File: config.mk
export PLATFORM = sky130hd
export DESIGN_NAME = ps2_mouse_receiver
export DESIGN_NICKNAME = d
export VERILOG_FILES = /design/src/rtl/ps2_mouse_receiver.sv
export SDC_FILE = /design/constraint.sdc
export NUM_CORES = 1
export LEC_CHECK = 0
export ABC_AREA = 1
export BUFFER_PORTS_ARGS = -buffer_cell sky130_fd_sc_hd__buf_2
export CORE_MARGIN = 2
export CORE_UTILIZATION = 37
export CTS_BUF_LIST = sky130_fd_sc_hd__clkbuf_16
export DETAILED_ROUTE_END_ITERATION = 12
export GPL_TIMING_DRIVEN = 0
export PLACE_DENSITY = 0.64
export SLEW_MARGIN = 15
export SYNTH_ARGS = -nofsm -noshare
export SYNTH_HDL_FRONTEND = slang
export SYNTH_SLANG_ARGS = --single-unit
File: constraint.sdc
create_clock -name CLK -period 3 [get_ports CLK]
set_clock_uncertainty 0.2 [all_clocks]
set_input_delay 0 -clock CLK [delete_from_list [all_inputs] [get_ports CLK]]
set_output_delay 0 -clock CLK [all_outputs]
set_load 0.03 [all_outputs]
File: src/rtl/ps2_mouse_receiver.sv
// rtl/ps2_mouse_receiver.sv - PS/2 mouse byte receiver (start/8 data/odd parity/stop) with frame timeout.
// Optional clock-line glitch filter enabled by defining PS2_RX_GLITCH_FILTER_EN.
module ps2_mouse_receiver #(
  parameter int TIMEOUT_CYCLES = 50000,
  parameter int FILTER_LEN     = 8
) (
  input  logic       CLK,
  input  logic       RESET,
  input  logic       CLK_MOUSE_IN,
  input  logic       DATA_MOUSE_IN,
  input  logic       READ_ENABLE,
  output logic [7:0] BYTE_READ,
  output logic [1:0] BYTE_ERROR_CODE,
  output logic       BYTE_READY
);

  localparam int TW = $clog2(TIMEOUT_CYCLES + 1);

  typedef enum logic [2:0] {IDLE, DATA, PARITY, STOP, DONE} state_t;

  state_t          state_q, state_d;
  logic            clk_s1_q, clk_s1_d, clk_s2_q, clk_s2_d;
  logic            dat_s1_q, dat_s1_d, dat_s2_q, dat_s2_d;
  logic            clk_prev_q, clk_prev_d;
  logic [2:0]      bit_cnt_q, bit_cnt_d;
  logic [TW-1:0]   to_cnt_q, to_cnt_d;
  logic [7:0]      byte_q, byte_d;
  logic [1:0]      err_q, err_d;
  logic            clk_line;
  logic            fall;
  logic            timed_out;

`ifdef PS2_RX_GLITCH_FILTER_EN
  localparam int FW = $clog2(FILTER_LEN + 1);

  logic          filt_q, filt_d;
  logic [FW-1:0] fcnt_q, fcnt_d;

  // The accepted level flips only after FILTER_LEN consecutive disagreeing samples.
  always_comb begin
    filt_d = filt_q;
    fcnt_d = '0;
    if (clk_s2_q != filt_q) begin
      if (fcnt_q == FW'(FILTER_LEN - 1)) begin
        filt_d = clk_s2_q;
      end else begin
        fcnt_d = fcnt_q + 1'b1;
      end
    end
  end

  always_ff @(posedge CLK) begin
    if (RESET) begin
      filt_q <= 1'b1;
      fcnt_q <= '0;
    end else begin
      filt_q <= filt_d;
      fcnt_q <= fcnt_d;
    end
  end

  assign clk_line = filt_q;
`else
  assign clk_line = clk_s2_q;
`endif

  assign fall      = clk_prev_q & ~clk_line;
  assign timed_out = (to_cnt_q == TW'(TIMEOUT_CYCLES));

  always_comb begin
    clk_s1_d   = CLK_MOUSE_IN;
    clk_s2_d   = clk_s1_q;
    dat_s1_d   = DATA_MOUSE_IN;
    dat_s2_d   = dat_s1_q;
    clk_prev_d = clk_line;
    state_d    = state_q;
    bit_cnt_d  = bit_cnt_q;
    byte_d     = byte_q;
    err_d      = err_q;
    to_cnt_d   = fall ? '0 : to_cnt_q + 1'b1;

    case (state_q)
      IDLE: begin
        to_cnt_d = '0;
        if (fall && READ_ENABLE && !dat_s2_q) begin
          state_d   = DATA;
          bit_cnt_d = 3'd0;
        end
      end
      DATA: begin
        if (fall) begin
          byte_d[bit_cnt_q] = dat_s2_q;
          bit_cnt_d         = bit_cnt_q + 3'd1;
          if (bit_cnt_q == 3'd7) state_d = PARITY;
        end else if (timed_out) begin
          state_d = IDLE;
        end
      end
      PARITY: begin
        if (fall) begin
          // Odd parity: an even count of ones over data plus parity bit is an error.
          err_d[0] = ~(^{byte_q, dat_s2_q});
          state_d  = STOP;
        end else if (timed_out) begin
          state_d = IDLE;
        end
      end
      STOP: begin
        if (fall) begin
          err_d[1] = ~dat_s2_q;
          state_d  = DONE;
        end else if (timed_out) begin
          state_d = IDLE;
        end
      end
      DONE:    state_d = IDLE;
      default: state_d = IDLE;
    endcase
  end

  always_ff @(posedge CLK) begin
    if (RESET) begin
      state_q    <= IDLE;
      clk_s1_q   <= 1'b1;
      clk_s2_q   <= 1'b1;
      dat_s1_q   <= 1'b1;
      dat_s2_q   <= 1'b1;
      clk_prev_q <= 1'b1;
      bit_cnt_q  <= 3'd0;
      to_cnt_q   <= '0;
      byte_q     <= 8'h00;
      err_q      <= 2'b00;
    end else begin
      state_q    <= state_d;
      clk_s1_q   <= clk_s1_d;
      clk_s2_q   <= clk_s2_d;
      dat_s1_q   <= dat_s1_d;
      dat_s2_q   <= dat_s2_d;
      clk_prev_q <= clk_prev_d;
      bit_cnt_q  <= bit_cnt_d;
      to_cnt_q   <= to_cnt_d;
      byte_q     <= byte_d;
      err_q      <= err_d;
    end
  end

  assign BYTE_READ       = byte_q;
  assign BYTE_ERROR_CODE = err_q;
  assign BYTE_READY      = (state_q == DONE);

endmodule

==> results of run 1 <==
-- report_power, final --
group	total, W	switching [W]	internal, W	leakage [nW]
Clock	0.000491	0.000193	0.000298	0.0776
Sequential	0.000497	0.00000185	0.000495	0.299
Combinational	0.0000258	0.0000149	0.0000109	0.587
-- Yosys cell counts --
master | n | area share (%)
or2_2 | 5 | 1.7
nand3_4 | 1 | 0.95
xnor2_1 | 3 | 1.4
nand2_2 | 3 | 1.0
nor2_2 | 5 | 1.7
nor2_1 | 32 | 6.5
nor3_2 | 1 | 0.54
inv_1 | 39 | 7.9
nand2_1 | 39 | 7.9
nand3_1 | 18 | 4.9
o21ai_1 | 6 | 1.6
a21oi_1 | 24 | 6.5
clkbuf_1 | 1 | 0.20
nor2_4 | 2 | 1.2
ha_1 | 4 | 2.7
nand3b_1 | 1 | 0.41
nand4_1 | 6 | 2.0
dfxtp_1 | 37 | 40
a31oi_1 | 1 | 0.34
xor2_1 | 2 | 0.95
inv_2 | 9 | 1.8
clkbuf_2 | 1 | 0.27
nor3_1 | 9 | 2.4
nand3_2 | 2 | 1.1
o21ai_0 | 11 | 3.0
nand2_4 | 1 | 0.61
-- through the flow --
step | setup slack (ns) | utilization (%) | total power [W] | hold WS [ns]
3_3_place_gp | 1.381 | 42.13 | 0.0005293 | -0.01695
4_1_cts | 1.354 | 45.84 | 0.001023 | 0.2113
3_5_place_dp | 1.390 | 42.13 | 0.0005296 | -0.01333
5_1_grt | 1.220 | 45.84 | 0.001045 | 0.2326
6_report | 1.355 | 45.84 | 0.001014 | 0.2077
2_1_floorplan | 1.550 | - | 0.0005219 | -0.09619
-- path summary, 6_finish.rpt --
kind	from	to	slack, ns	depth (start not counted)
max	to_cnt_q[0]$_SDFF_PP0_	to_cnt_q[12]$_SDFF_PP0_	1.35	6
min	clk_s1_q$_SDFF_PP1_	clk_line$_SDFF_PP1_	0.21	1
max reg2reg	to_cnt_q[0]$_SDFF_PP0_	to_cnt_q[12]$_SDFF_PP0_	1.35	6
min reg2reg	clk_s1_q$_SDFF_PP1_	clk_line$_SDFF_PP1_	0.21	1
-- flip-flops by register name (all words and copies together), names as in the netlist, 2 cells and up --
register / count
bit_cnt_q: 3
BYTE_ERROR_CODE: 2
BYTE_READ: 8
state_q: 3
to_cnt_q: 16
-- metal layers --
layer  vias to the layer above  global-route usage (%)  routed length [µm]
li1                        889                       -                   -
met1                       722                   19.93                1915
met2                        20                   21.73                1539
met3                         5                   4.607                 113
met4                         0                   6.151                  51
met5                         -                       0                   0
-- final cells by class --
class | instances | area [µm²]
timing repair buffer | 19 | 115.1
fill | 493 | 2575
sequential | 37 | 740.7
inverter | 48 | 180.2
multi-input combinational | 176 | 914.6
clock inverter | 3 | 11.26
buffer | 2 | 8.758
tap | 67 | 83.83
clock buffer | 5 | 125.1
-- cell usage in the layout (no fill, tap or decap), types with 3 or more instances in the layout --
master         instances
nand2_2                3
ha_1                   4
o21ai_1                6
a21oi_1               24
clkbuf_16              5
nor2_1                32
xnor2_1                3
nand4_1                6
or2_2                  5
dfxtp_1               37
nand3_1               18
nor2_2                 5
o21ai_0               11
nand2_1               39
dlygate4sd3_1          4
inv_2                  9
inv_1                 42
buf_2                 15
nor3_1                 9
-- logic make-up (layout without fill, tap and decap cells) --
logic type / Yosys count / after routing / synth area share (%)
xor gates and xnor gates: 5 / 5 / 2.375
adders and majority gates: 4 / 4 / 2.714
and+or+nand+nor: 125 / 125 / 33.04
buffers and inverters: 50 / 77 / 10.24
DFF: 37 / 37 / 40.16
AOI/OAI and AO/OA: 42 / 42 / 11.47
-- repair_timing --
item | in CTS | in global routing
endpoints found under the hold margin | 13 | 0
setup buffers | 0 | 0
hold buffers | 4 | 0
==> run_results.csv, run 1 <==
group,metric,value,unit
routing,num_vias,1636,
cts,htreeDepth,2,
routing,vias_per_cell,4.583,
status,outcome,"finished clean",
sta,rsz0062_at_grt,"no",
worst_setup_path,crit_fanout,4,
placed_design,place_area,2003,µm²
yosys,synth_area_per_cell,7.012,µm²
yosys,synth_cell_types,26,
routing,antenna_left,0,
routing,wl_per_cell,10.14,µm
placed_design,gp_congestion,0.8854,
routing,routed_wl,3619,µm
global_route,grt_remaining_overflow,0,
global_route,grt_max_degree,11,
sta,clock.fmax,607.7,MHz
worst_setup_path,start_kind,"flip-flop",
sta,worst_slew_pin_slew,0.4513,ns
sta,finalCritPeriodShare,54.85,%
cells_and_area,final_area,2180,µm²
worst_setup_path,slowest_delay,0.37,ns
cts,clkTransAtPathRegs,0.05,ns
power_and_ir_drop,power.leakage,0.9639,nW
yosys,ys_seq_area_share,40.16,%
worst_setup_path,critical_path_class,"reg -> reg",
die,core_area,4755,µm²
cells_and_area,antenna-diode-count,0,
yosys,synth-seq-cells,37,
sta,max_slew_margin,69.92,%
worst_setup_path,slowest_stage,"dfxtp_1",
global_route,grt_pass1_wl,6306,µm
routing,drt_pass1_iterations,4,
sta,finalHoldViolCount,0,
flow_run,drv_cap,0,
hold_path,holdCritPathClass,"reg -> reg",
global_route,grt_pass1_vias,1461,
sta,setup_viol,0,
cts,cts_tree,"built",
worst_setup_path,cp_cell_sequence,"ha_1 > nand3_1 > nor3_2 > nand2_1 > o21ai_1 > a21oi_1",
yosys,syn_area,1844,µm²
power_and_ir_drop,powerDensity,465.1,nW/µm²
yosys,yosys_warnings,0,
die,pin_count,16,
worst_setup_path,crit_arrival,1.62,ns
yosys,syn-num-nets,272,
sta,slew_violations,0,
cts,cts_made_buffers,5,
die,fp.dieW,74.60,µm
cts,cts-resized-gates,0,
cts,cts.path.max_buffers,2,
placed_design,hpwl,2652,µm
cells_and_area,nets,298,
cts,clock_latency,0.28,ns
cts,cts_sinks,37,
power_and_ir_drop,ir_drop,0.2589,mV
placed_design,io_buffers,15,
die,rows,25,
die,die_area,5565,µm²
sta,layout_min_cycle_time,1.645,ns
cells_and_area,drive_gt1_share,17.24,%
yosys,syn_inst,263,
sta,setup_tns,0,ns
cells_and_area,instances_no_fill,357,
worst_setup_path,worst-path-buf-inv,0,
worst_setup_path,cp.required,2.97,ns
routing,drt_first_iter_violations,100,
worst_setup_path,cp-end-kind,"flip-flop",
die,initial_core_util,38.79,%
cts,clock-root-buffer,"clkbuf_16",
routing,drcViolationCount,0,
worst_setup_path,crit_family,"simple AND/OR/NAND/NOR gates",
cells_and_area,areaGrowthSynthToFinish,18.18,%
placed_design,placed_cells,345,
global_route,grt_usage,14.73,%
die,die_h,74.60,µm
global_route,grt_antenna_before_repair,0,
Power figures use the tool's default switching activity.
==> run 2, diff against run 1 <==
--- a/config.mk
+++ b/config.mk
@@ -5,14 +5,14 @@
 export SDC_FILE = /design/constraint.sdc
 export NUM_CORES = 1
 export LEC_CHECK = 0
-export ABC_AREA = 1
+export ABC_AREA = 0
 export BUFFER_PORTS_ARGS = -buffer_cell sky130_fd_sc_hd__buf_2
 export CORE_MARGIN = 2
 export CORE_UTILIZATION = 37
 export CTS_BUF_LIST = sky130_fd_sc_hd__clkbuf_16
 export DETAILED_ROUTE_END_ITERATION = 12
 export GPL_TIMING_DRIVEN = 0
-export PLACE_DENSITY = 0.64
+export PLACE_DENSITY = 0.66
 export SLEW_MARGIN = 15
 export SYNTH_ARGS = -nofsm -noshare
 export SYNTH_HDL_FRONTEND = slang
==> constraint.sdc (replaced) <==
create_clock -name CLK -period 1.3 [get_ports CLK]
set_clock_uncertainty 0.2 [all_clocks]
set_input_delay 0 -clock CLK [delete_from_list [all_inputs] [get_ports CLK]]
set_output_delay 0 -clock CLK [all_outputs]
set_load 0.03 [all_outputs]
==> run_results.csv, run 2 <==
group,metric,value,unit
power_and_ir_drop,power.leakage,1.080,nW
sta,rsz0062_at_grt,"yes",
die,die_h,74.44,µm
yosys,yosysTopAreaCell,"dfxtp_1",
worst_setup_path,cp.required,1.25,ns
sta,finalHoldViolCount,0,
worst_setup_path,cp-end-kind,"flip-flop",
yosys,syn_inst,196,
routing,antenna_left,0,
sta,layout_min_cycle_time,1.598,ns
sta,max_slew_margin,69.96,%
sta,finalCritPeriodShare,122.9,%
worst_setup_path,crit_fanout,5,
cells_and_area,nFillCells,424,
sta,slew_violations,0,
routing,num_vias,1550,
hold_path,holdCritPathClass,"in -> reg",
yosys,synth_edf_count,0,
cts,cts_tree,"built",
global_route,grt_usage,16.38,%
die,die_area,5541,µm²
die,core_area,4755,µm²
global_route,grt_util_met2,24.19,%
placed_design,io_buffers,15,
placed_design,hpwl,2563,µm
routing,routed_wl,4260,µm
cells_and_area,antenna-diode-count,0,
sta,clock.fmax,625.9,MHz
placed_design,placed_cells,278,
cells_and_area,seq_area,817.0,µm²
yosys,synth_cell_types,39,
status,outcome,"finished, violations left",
yosys,synth_area_per_cell,9.365,µm²
worst_setup_path,start_kind,"flip-flop",
sta,worst_slack,-0.2977,ns
yosys,yosys_warnings,0,
cells_and_area,drive_gt1_share,49.79,%
yosys,synth_area_leaders,"dfxtp_1 (40%), xnor2_1 (7.2%), mux2i_1 (6.0%), nor2_1 (3.7%), nor2_2 (3.4%)",
flow_run,drv_cap,0,
cells_and_area,final_area,2726,µm²
sta,setup_viol,32,
yosys,synth_top_area_share,40.35,%
cells_and_area,largest_register_ffs,16,
yosys,ys_seq_area_share,40.35,%
power_and_ir_drop,powerDensity,869.0,nW/µm²
sta,timing.hold.ws,0.03182,ns
global_route,grt_busiest_layer,"met2",
yosys,syn-num-nets,205,
die,initial_core_util,38.61,%
global_route,grt_pass1_wl,6817,µm
cells_and_area,final_common_cell,"dfxtp_4",
power_and_ir_drop,ir_drop,0.6022,mV
yosys,syn_area,1836,µm²
die,rows,25,
routing,drt_first_iter_violations,51,
cells_and_area,top_register,"to_cnt_q",
yosys,synthTopCellsByCount,"dfxtp_1 (37), nor2_1 (18), xnor2_1 (15)",
global_route,use_met3,4.065,%
yosys,ys_async_sr_fraction,0,%
global_route,grt_antenna_before_repair,0,
cts,clock-root-buffer,"clkbuf_16",
routing,drcViolationCount,0,
placed_design,place_area,2106,µm²
cells_and_area,multiInputGateArea,1279,µm²
power_and_ir_drop,p_total,0.002369,W
cells_and_area,mostFrequentLayoutCells,"dfxtp_4 (18), buf_2 (15), nor2_1 (14)",
cells_and_area,areaGrowthSynthToFinish,48.53,%
global_route,grt_remaining_overflow,0,
placed_design,gp_congestion,0.7693,
die,fp.dieW,74.44,µm
cells_and_area,nets,249,
sta,worst_slew_pin_slew,0.4506,ns
yosys,ys.flop_type,"dfxtp_1",
die,pin_count,16,
cts,htreeDepth,2,
yosys,yosysMostFrequentCell,"dfxtp_1",
cts,cts.path.max_buffers,2,
routing,vias_per_cell,5.032,
worst_setup_path,critical_path_class,"reg -> reg",
cts,clock_latency,0.28,ns
routing,drt_pass1_iterations,4,
global_route,use_met1,21.84,%
yosys,synth-seq-cells,37,
global_route,grt_pass1_vias,1461,
cts,cts_sinks,37,
worst_setup_path,crit_arrival,1.55,ns
status,violations,"setup timing",
routing,wl_per_cell,13.83,µm
global_route,grt_max_degree,13,
cts,clkTransAtPathRegs,0.06,ns
cells_and_area,instances_no_fill,308,
cts,cts_made_buffers,5,
==> run 2: cell families after synthesis <==
group                      count (synthesis)  share of synthesized area (%)
AOI/OAI and AO/OA                         18                          5.726
xor gates and xnor gates                  20                          10.29
adders and majority gates                  4                          2.727
buffers and inverters                     16                          4.022
DFF                                       37                          40.35
muxes                                     11                          5.999
and+or+nand+nor                           90                          30.88
==> run 2: through the flow <==
step	util [%]	TNS [ns]	setup WS, ns
floorplan	-	-3.041	-0.2017
global placement	44.29	-5.783	-0.2982
detailed placement	44.29	-6.544	-0.3140
CTS	54.03	-6.334	-0.2748
global route	57.34	-8.249	-0.3714
finish	57.34	-6.521	-0.2977
==> run 2: routing by layer <==
layer	up-vias	routed length (µm)
met3	9	147
met1	731	1950
li1	778	-
met2	32	2054
met4	0	107
met5	-	0
==> run 2: worst paths after layout <==
check	slack (ns)	cells after the start	from	to
min reg2reg	0.21	1	clk_s1_q$_SDFF_PP1_	clk_line$_SDFF_PP1_
max reg2reg	-0.30	5	clk_line$_SDFF_PP1_	BYTE_READ[1]$_SDFFE_PP0P_
min	0.03	3	RESET	BYTE_READ[4]$_SDFFE_PP0P_
max	-0.30	5	clk_line$_SDFF_PP1_	BYTE_READ[1]$_SDFFE_PP0P_
==> run 2: power breakdown <==
group / internal (W) / switching [W] / leakage (nW) / total, W
sequential: 0.00111 / 0.00000588 / 0.316 / 0.00111
combinational: 0.0000458 / 0.0000427 / 0.693 / 0.0000885
clock: 0.000703 / 0.000467 / 0.0712 / 0.00117
total: 0.00185 / 0.000515 / 1.08 / 0.00237
==> run 2: critical path: stages (launching register included) <==
cell	delay (ns)
dfxtp_4	0.35
nor4b_4	0.37
buf_6	0.17
nand4b_1	0.15
mux2i_1	0.18
nor2_1	0.05
==> run 2: area by class of cell <==
| class | instances | area share [%] |
|---|---|---|
| inverter | 7 | 0.9637 |
| clock buffer | 5 | 4.589 |
| clock inverter | 3 | 0.6425 |
| sequential | 37 | 29.97 |
| timing repair buffer | 37 | 11.01 |
| tap | 67 | 3.075 |
| buffer | 8 | 2.845 |
| multi-input combinational | 144 | 46.90 |
==> run 2: what timing repair did <==
item,in CTS,in global routing
endpoints found under the hold margin,5,0
pin swaps,13,12
buffers inserted,11,6
resized for setup,45,33
gates cloned,3,0
setup endpoints to repair,32,33
hold buffers,4,0
